File: config.mk
export PLATFORM = sky130hd
export DESIGN_NAME = crc40_rx_feeder
export DESIGN_NICKNAME = d
export VERILOG_FILES = /design/src/rtl/crc40_rx_feeder.sv
export SDC_FILE = /design/constraint.sdc
export NUM_CORES = 1
export LEC_CHECK = 0
export ABC_AREA = 1
export BUFFER_PORTS_ARGS = -buffer_cell sky130_fd_sc_hd__buf_4
export CORE_UTILIZATION = 51
export DETAILED_ROUTE_END_ITERATION = 10
export PLACE_DENSITY = 0.83
export SYNTH_ARGS = -nofsm -noshare
export SYNTH_HDL_FRONTEND = slang
export SYNTH_SLANG_ARGS = --single-unit
File: constraint.sdc
create_clock -name clk -period 6.53 [get_ports clk]
set_clock_uncertainty 0.05 [all_clocks]
set_input_delay 0.9795 -clock clk [delete_from_list [all_inputs] [get_ports clk]]
set_output_delay 0.9795 -clock clk [all_outputs]
set_load 0.02 [all_outputs]
File: src/rtl/crc40_rx_feeder.sv
// Receive-side byte packer for the 40-bit CRC32 engine: builds 5-byte words, chains the
// engine output as the next seed, finishes tail bytes bit-serially and reports once per frame.
module crc40_rx_feeder #(
   parameter logic [31:0] RESIDUE = 32'hC704DD7B,
   parameter int unsigned LEN_W   = 16
) (
   input  logic             clk,
   input  logic             rst,
   input  logic             in_valid,
   input  logic [7:0]       in_data,
   input  logic             in_sop,
   input  logic             in_eop,
   output logic             in_ready,
   output logic [39:0]      crc_data,
   output logic [31:0]      crc_seed,
   output logic             crc_en,
   input  logic [31:0]      crc_value,
   output logic             res_valid,
   output logic [31:0]      res_crc,
   output logic             res_ok,
   output logic [LEN_W-1:0] res_len
);

   localparam logic [2:0] S_IDLE   = 3'd0;
   localparam logic [2:0] S_GATHER = 3'd1;
   localparam logic [2:0] S_WAIT   = 3'd2;
   localparam logic [2:0] S_TLOAD  = 3'd3;
   localparam logic [2:0] S_TAIL   = 3'd4;
   localparam logic [2:0] S_DONE   = 3'd5;
   localparam logic [31:0] POLY    = 32'h04C11DB7;

   logic [2:0]       state_q, state_d;
   logic [2:0]       idx_q, idx_d;
   logic [2:0]       last_idx_q, last_idx_d;
   logic             first_q, first_d;
   logic [39:0]      word_q, word_d;
   logic [39:0]      crc_data_q, crc_data_d;
   logic [31:0]      crc_seed_q, crc_seed_d;
   logic             crc_en_q, crc_en_d;
   logic [LEN_W-1:0] len_q, len_d;
   logic [5:0]       bit_q, bit_d;
   logic [31:0]      sreg_q, sreg_d;
   logic [31:0]      res_crc_q, res_crc_d;
   logic             res_ok_q, res_ok_d;
   logic             fin_word_q, fin_word_d;
   logic             accept;
   logic             fb;

   assign in_ready  = (state_q == S_IDLE) || (state_q == S_GATHER);
   assign accept    = in_valid & in_ready;
   assign crc_data  = crc_data_q;
   assign crc_seed  = crc_seed_q;
   assign crc_en    = crc_en_q;
   assign res_len   = len_q;
   assign res_valid = (state_q == S_DONE);
   // A frame ending on a word boundary reports the engine output directly: it only
   // becomes valid in the DONE cycle itself.
   assign res_crc   = (res_valid && fin_word_q) ? crc_value : res_crc_q;
   assign res_ok    = (res_valid && fin_word_q) ? (crc_value == RESIDUE) : res_ok_q;

   always_comb begin
      state_d    = state_q;
      idx_d      = idx_q;
      last_idx_d = last_idx_q;
      first_d    = first_q;
      word_d     = word_q;
      crc_data_d = crc_data_q;
      crc_seed_d = crc_seed_q;
      crc_en_d   = 1'b0;
      len_d      = len_q;
      bit_d      = bit_q;
      sreg_d     = sreg_q;
      res_crc_d  = res_crc_q;
      res_ok_d   = res_ok_q;
      fin_word_d = fin_word_q;
      fb         = 1'b0;
      case (state_q)
         S_IDLE, S_GATHER: begin
            if (accept && in_sop) begin
               // SOP always restarts, aborting any frame in progress without a result.
               word_d[7:0] = in_data;
               idx_d       = 3'd1;
               last_idx_d  = 3'd0;
               first_d     = 1'b1;
               len_d       = {{(LEN_W-1){1'b0}}, 1'b1};
               state_d     = in_eop ? S_TLOAD : S_GATHER;
            end else if (accept && (state_q == S_GATHER)) begin
               word_d[{idx_q, 3'b000} +: 8] = in_data;
               last_idx_d = idx_q;
               if (!(&len_q)) len_d = len_q + 1'b1;
               if (idx_q == 3'd4) begin
                  crc_data_d = {in_data, word_q[31:0]};
                  crc_seed_d = first_q ? 32'hFFFFFFFF : crc_value;
                  crc_en_d   = 1'b1;
                  first_d    = 1'b0;
                  idx_d      = 3'd0;
                  if (in_eop) state_d = S_WAIT;
               end else begin
                  idx_d = idx_q + 3'd1;
                  if (in_eop) state_d = S_TLOAD;
               end
            end
         end
         S_WAIT: begin
            fin_word_d = 1'b1;
            state_d    = S_DONE;
         end
         S_TLOAD: begin
            sreg_d  = first_q ? 32'hFFFFFFFF : crc_value;
            bit_d   = 6'd0;
            state_d = S_TAIL;
         end
         S_TAIL: begin
            // One bit of the engine's word update: earliest byte first, LSB first.
            fb     = sreg_q[31] ^ word_q[bit_q];
            sreg_d = {sreg_q[30:0], 1'b0} ^ ({32{fb}} & POLY);
            bit_d  = bit_q + 6'd1;
            if (bit_q == {last_idx_q, 3'b111}) begin
               res_crc_d = sreg_d;
               res_ok_d  = (sreg_d == RESIDUE);
               state_d   = S_DONE;
            end
         end
         S_DONE: begin
            res_crc_d  = res_crc;
            res_ok_d   = res_ok;
            fin_word_d = 1'b0;
            state_d    = S_IDLE;
         end
         default: state_d = S_IDLE;
      endcase
   end

   always_ff @(posedge clk or posedge rst) begin
      if (rst) begin
         state_q    <= S_IDLE;
         idx_q      <= 3'd0;
         last_idx_q <= 3'd0;
         first_q    <= 1'b1;
         word_q     <= '0;
         crc_data_q <= '0;
         crc_seed_q <= '0;
         crc_en_q   <= 1'b0;
         len_q      <= '0;
         bit_q      <= '0;
         sreg_q     <= '0;
         res_crc_q  <= '0;
         res_ok_q   <= 1'b0;
         fin_word_q <= 1'b0;
      end else begin
         state_q    <= state_d;
         idx_q      <= idx_d;
         last_idx_q <= last_idx_d;
         first_q    <= first_d;
         word_q     <= word_d;
         crc_data_q <= crc_data_d;
         crc_seed_q <= crc_seed_d;
         crc_en_q   <= crc_en_d;
         len_q      <= len_d;
         bit_q      <= bit_d;
         sreg_q     <= sreg_d;
         res_crc_q  <= res_crc_d;
         res_ok_q   <= res_ok_d;
         fin_word_q <= fin_word_d;
      end
   end

endmodule
==> results.py, run 1 <==
metrics = {
    "critical_path": {
        "startpoint": "state_q[2]",
        "reg2reg_to": "res_crc_q[1]",
        "worst_setup_path_end_kind": "output port",
        "critical_path_required_ns": 5.50,
        "reg2reg_depth": 10,
        "startpoint_type": "register",
        "path_buf_inv": 5,
        "critical_path_class": "reg2out",
        "rr_startpoint": "bit_q[0]",
        "worstPathArrival_ns": 3.41,
        "cp_cell_sequence": "inv_1, nor2_1, inv_1, nor2_2, buf_4, inv_2, nor2_4, nand2_1, o21ai_0, buf_4",
        "cpLargestDelayFamily": "simple AND/OR/NAND/NOR gates",
        "max_stage_delay_ns": 0.92,
        "crit_fanout": 64,
        "cpMaxStageDelayCell": "nor2_4",
        "ff2ff_setup_slack_ns": 2.13,
    },
    "job": {
        "maxCapViolations": 0,
    },
    "floorplan": {
        "die_area_sq_mm": 0.0202,
        "core_sq_mm": 0.0190,
        "io_pins": 169,
        "dieWidth_um": 142,
        "floorplan.initialDensity": 0.528,
        "die_h_um": 142,
        "row_count": 50,
    },
    "timing": {
        "final_max_slew_viol_count": 0,
        "setup-violations-final": 0,
        "tns_ns": 0,
        "rsz0062_at_grt": "no",
        "hold_viol": 0,
        "tightest_slew_ns": 1.28,
        "max-slew-margin-rel": 0.145,
        "fin_crit_sh": 0.680,
        "period_needed_ns": 4.44,
        "fmax_ghz": 0.225,
        "setup_ws_ns": 2.09,
        "hold_ws_ns": 0.423,
    },
    "global_routing": {
        "globalRouteTotalUtil": 0.267,
        "grt.overflow.total": 0,
        "grt_first_pass_wirelength_mm": 43.3,
        "antenna_found_initial": 0,
        "grt_max_degree": 163,
        "grt_pass1_vias": 8584,
    },
    "cts": {
        "cts_tree": "built",
        "clock_sinks": 211,
        "ctsHoldBuffers": 0,
        "htree_levels": 1,
        "cts_setup_buffers": 0,
        "clockBufferDepth": 3,
        "cts_root_buffer": "clkbuf_16",
        "cts.clk_slew.worst_paths_ns": 0.06,
        "cts_buffers": 23,
        "ctsResizeCount": 0,
        "clock_latency_ns": 0.51,
    },
    "drt": {
        "drc": 0,
        "wl_mm": 26.8,
        "first_iter_violations": 868,
        "dr.pass1.iters": 5,
        "via_per_inst": 5.56,
        "detail-route-antenna-nets": 0,
        "vias": 9086,
        "routedWlPerCell_um": 16.4,
    },
    "yosys": {
        "ys_types": 44,
        "synth_fp_nets": 1272,
        "ys_warn_count": 0,
        "avgSynthCellArea_sq_um": 8.21,
        "syn-cell-area_sq_mm": 0.0100,
        "ys_seq_elements": 211,
        "synth_top_area_cell": "dfrtp_1",
        "yosysSeqAreaShare": 0.528,
        "synthCells": 1220,
        "synth.top_cells.by_area": "dfrtp_1, nand2_1, o21ai_0",
        "synth_top_area_share": 0.525,
    },
    "placement": {
        "numPortBuffers": 168,
        "pre_cts_slack_ns": 2.31,
        "place_congestion": 0.900,
        "dp.final_hpwl_mm": 17.6,
    },
    "hold_path": {
        "min_from": "crc_data[17]",
        "hold_end": "crc_data[17]",
        "hp-class": "reg2reg",
        "whs_path_depth": 2,
    },
    "power": {
        "static-leakage-power_nw": 5.95,
        "power_w": 0.00603,
        "power_density_mw_per_mm2": 497,
        "vdd_ir_drop_max_mv": 0.242,
    },
    "final_layout": {
        "drive_above_1_share": 0.175,
        "fin_util": 0.641,
        "area_growth_pct": 21.3,
        "antenna_cells": 0,
        "final_net_count": 1409,
    },
    "run_status": {
        "status": "complete, no violations",
    },
}
[cell type report]
type                            count  area [sq um]
Fill cell                        1567          6810
Sequential cell                   211          5280
Multi-Input combinational cell    802          3900
Timing Repair Buffer              173          1310
Clock buffer                       34           677
Inverter                          146           556
Tap cell                          260           325
Clock inverter                      7          92.6
[kinds of logic after synthesis]
logic type / share of synthesized area
XOR/XNOR: 0.00175
AND/OR/NAND/NOR: 0.216
buffers and inverters: 0.0834
adder cells (fa/ha/maj): 0.00875
flip-flops: 0.528
AO/OA/AOI/OAI: 0.162
[where the power goes]
group	internal [W]	switching, W	total, W
logic	0.000910	0.00165	0.00256
registers	0.00180	0.000358	0.00216
clock network	0.000796	0.000518	0.00131
total	0.00350	0.00253	0.00603
[state kept, by name, indices dropped and copies added (netlist names)]
signal and count:
sreg_q 32, res_crc_q 32, crc_seed 32, bit_q 6, crc_data 40, state_q 3, last_idx_q 3, res_ok_q 1
first_q 1, fin_word_q 1, idx_q 3, res_len 16, word_q 40, crc_en 1
[stage by stage]
step / cell area, sq um / instances
global route: 12100 / 1633
global placement: 11400 / 1592
CTS: 12100 / 1633
finish: 12100 / 1633
detailed placement: 11400 / 1592
floorplan: 10000 / 1220
[metal layers]
| layer | GRT usage | share of wire | vias to the layer above |
|---|---|---|---|
| li1 | - | - | 4295 |
| met1 | 0.382 | 0.43 | 4335 |
| met2 | 0.416 | 0.46 | 404 |
| met3 | 0.0548 | 0.087 | 52 |
| met4 | 0.0724 | 0.022 | 0 |
| met5 | 0 | 0 | - |
[cell usage in the layout (no fill, tap or decap), drive strengths merged, types with 2 or more instances in the layout]
cell type	instances
nand2	338
a211oi	3
a221oi	2
nand3b	2
clkbuf	34
nor2	88
dfrtp	210
nand4	15
o211ai	6
bufinv	2
o21ai	187
nand3	52
nor4	3
o22ai	5
o221ai	44
inv	144
a21oi	26
a31oi	2
clkinv	6
buf	173
xor2	2
nor3	13
ha	7
[cell usage after synthesis (all sizes together)]
cell,instances
o221ai,44
o32ai,1
dfrtp,210
ha,7
nand2,338
o21ai,187
buf,21
nor3,13
nor2,88
clkinv,1
nor4,3
nor3b,1
dfstp,1
inv,145
nor4b,1
nand3b,2
a31oi,2
o22ai,5
or2,1
a211oi,3
a21oi,26
nand3,52
a32o,1
o21a,1
clkbuf,40
o41ai,1
a221oi,2
xor2,2
nand4,15
o211ai,6
[how the worst max path moves through the flow]
stage / endpoint / slack (ns) / cells after the start
finish: res_crc[2] / 2.09 / 10
global route: res_ok / 1.81 / 11
CTS: res_ok / 2.12 / 11
detailed placement: res_crc_q[9] / 2.31 / 10
global placement: res_crc_q[19] / 2.47 / 10
floorplan: bit_q[0] / 2.76 / 1
[worst min-delay path: cells and delay by family, from the launching register on]
kind	cells	cell delay (ns)
and+or+nand+nor	2	0.09
DFF	1	0.34
Power figures use the tool's default switching activity.
==> run 2: changes to the inputs <==
Clock period 6.53 ns to 3.8 ns, I/O delays scaled along.
==> run 2 against run 1 <==
Against the previous run:
- wire length grew 1.3%
- sequential power grew 71%
- largest cell class unchanged
- highest routed layer unchanged
- critical endpoint is now res_crc[22]
- sequential share of layout area shrank 0.17 points
==> results.py, run 2 (same netlist as run 1, synthesis figures left out) <==
metrics = {
    "run_status": {
        "status": "complete, no violations",
    },
    "floorplan": {
        "die_area_sq_mm": 0.0202,
        "row_count": 50,
        "floorplan.initialDensity": 0.528,
        "io_pins": 169,
        "die_h_um": 142,
        "dieWidth_um": 142,
        "core_sq_mm": 0.0190,
    },
    "power": {
        "power_density_mw_per_mm2": 850,
        "static-leakage-power_nw": 5.98,
        "vdd_ir_drop_max_mv": 0.386,
    },
    "drt": {
        "routedWlPerCell_um": 16.5,
        "detail-route-antenna-nets": 0,
        "dr.pass1.iters": 7,
        "drc": 0,
        "wl_mm": 27.1,
        "vias": 9097,
        "first_iter_violations": 833,
        "via_per_inst": 5.55,
    },
    "critical_path": {
        "worst_setup_path_end_kind": "output port",
        "path_buf_inv": 5,
        "rr_startpoint": "bit_q[1]",
        "reg2reg_to": "res_ok_q",
        "startpoint_type": "register",
        "cp_cell_sequence": "inv_1, nor2_1, inv_1, nor2_2, inv_2, nor2_4, buf_4, nand2_1, o21ai_0, buf_4",
        "cpLargestDelayFamily": "buffers and inverters",
        "cpMaxStageDelayCell": "buf_4",
        "max_stage_delay_ns": 0.46,
        "ff2ff_setup_slack_ns": 0.58,
        "startpoint": "state_q[2]",
        "crit_fanout": 48,
        "reg2reg_depth": 21,
        "cp_num_cells": 10,
        "critical_path_class": "reg2out",
        "worstPathArrival_ns": 2.63,
        "critical_path_required_ns": 3.18,
    },
    "timing": {
        "setup-violations-final": 0,
        "tightest_slew_ns": 0.972,
        "tns_ns": 0,
        "rsz0062_at_grt": "no",
        "hold_ws_ns": 0.235,
        "fmax_ghz": 0.307,
        "final_max_slew_viol_count": 0,
        "max-slew-margin-rel": 0.352,
        "hold_viol": 0,
        "period_needed_ns": 3.25,
        "fin_crit_sh": 0.856,
    },
    "cts": {
        "clockBufferDepth": 3,
        "cts_root_buffer": "clkbuf_16",
        "htree_levels": 1,
        "cts_setup_buffers": 0,
        "cts.clk_slew.worst_paths_ns": 0.06,
        "clock_latency_ns": 0.51,
        "clock_sinks": 211,
        "cts_buffers": 23,
        "cts_tree": "built",
        "ctsHoldBuffers": 0,
        "ctsResizeCount": 0,
    },
    "global_routing": {
        "globalRouteTotalUtil": 0.275,
        "grt_max_degree": 136,
        "grt_first_pass_wirelength_mm": 44.3,
        "grt.overflow.total": 0,
        "antenna_found_initial": 0,
        "grt_pass1_vias": 8747,
    },
    "placement": {
        "place_congestion": 0.910,
        "dp.cells": 1602,
        "dp.final_hpwl_mm": 18.6,
        "numPortBuffers": 168,
        "placed_cell_area_sq_mm": 0.0114,
    },
    "final_layout": {
        "final_net_count": 1419,
        "area_growth_pct": 21.8,
        "fin_area_sq_mm": 0.0122,
        "multi_input_area_sq_mm": 0.00390,
        "fillers": 1575,
        "final_common_cell": "nand2_1",
        "drive_above_1_share": 0.180,
        "final-seq-area_sq_mm": 0.00528,
        "most-common-layout-cells": "nand2_1, dfrtp_1, buf_4",
        "antenna_cells": 0,
        "fin_cells": 1640,
    },
    "hold_path": {
        "hp-class": "in2async",
    },
    "job": {
        "maxCapViolations": 0,
    },
}
==> run 2: changes by cell type in the layout (fill, tap and decap cells not counted) <==
cell | previous run | this run
buf_4 | 172 | 182
clkbuf_1 | 5 | 3
clkbuf_8 | 6 | 4
clkinv_4 | 1 | 0
clkinvlp_4 | 1 | 3
==> run 2: stage by stage <==
step	setup WS, ns	util	total power, W
3_5_place_dp	0.671	0.604	0.00809
6_report	0.546	0.643	0.0104
4_1_cts	0.584	0.643	0.0103
3_3_place_gp	0.822	0.604	0.00798
5_1_grt	0.310	0.643	0.0110
2_1_floorplan	0.439	-	0.00652
==> run 2: cell type report <==
cell class | instances | area share
well taps | 260 | 0.0267
repair buffers | 183 | 0.114
flip-flops and latches | 211 | 0.433
clock buffers | 30 | 0.0527
multi-input cells | 802 | 0.320
inverters | 146 | 0.0456
clock inverters | 8 | 0.00811
==> run 2: routing by layer <==
metal / GRT usage / vias up / share of wire
met5: 0 / - / 0
met4: 0.0798 / 0 / 0.019
met3: 0.0707 / 45 / 0.093
met2: 0.422 / 381 / 0.45
met1: 0.385 / 4350 / 0.44
li1: - / 4321 / -
==> run 2: how the worst max path moves through the flow <==
stage / endpoint / slack [ns]
4_1_cts: res_crc[22] / 0.58
3_5_place_dp: res_ok_q / 0.67
6_report: res_crc[22] / 0.55
5_1_grt: res_crc[23] / 0.31
3_3_place_gp: res_ok_q / 0.82
2_1_floorplan: bit_q[0] / 0.44
==> run 2: power by group <==
group          internal (W)  total (W)  switching [W]
sequential          0.00309    0.00370       0.000608
clock               0.00132    0.00222       0.000897
combinational       0.00159    0.00445        0.00286
total               0.00600     0.0104        0.00436
==> run 2: worst reg2reg max path, stage by stage, from the launching register on <==
cell     delay (ns)
dfrtp_1        0.63
inv_1          0.30
a21oi_1        0.17
o21ai_0        0.10
nand3_1        0.08
nand2_1        0.06
nand2_1        0.05
nand2_1        0.07
nand2_2        0.09
nand2_2        0.07
nand2_2        0.27
nand2_2        0.18
inv_1          0.13
ha_1           0.16
nand4_1        0.10
nor2_1         0.11
nand4_1        0.08
nor2_1         0.12
nand2_1        0.06
nor2_1         0.10
nand2_1        0.07
a21oi_2        0.11
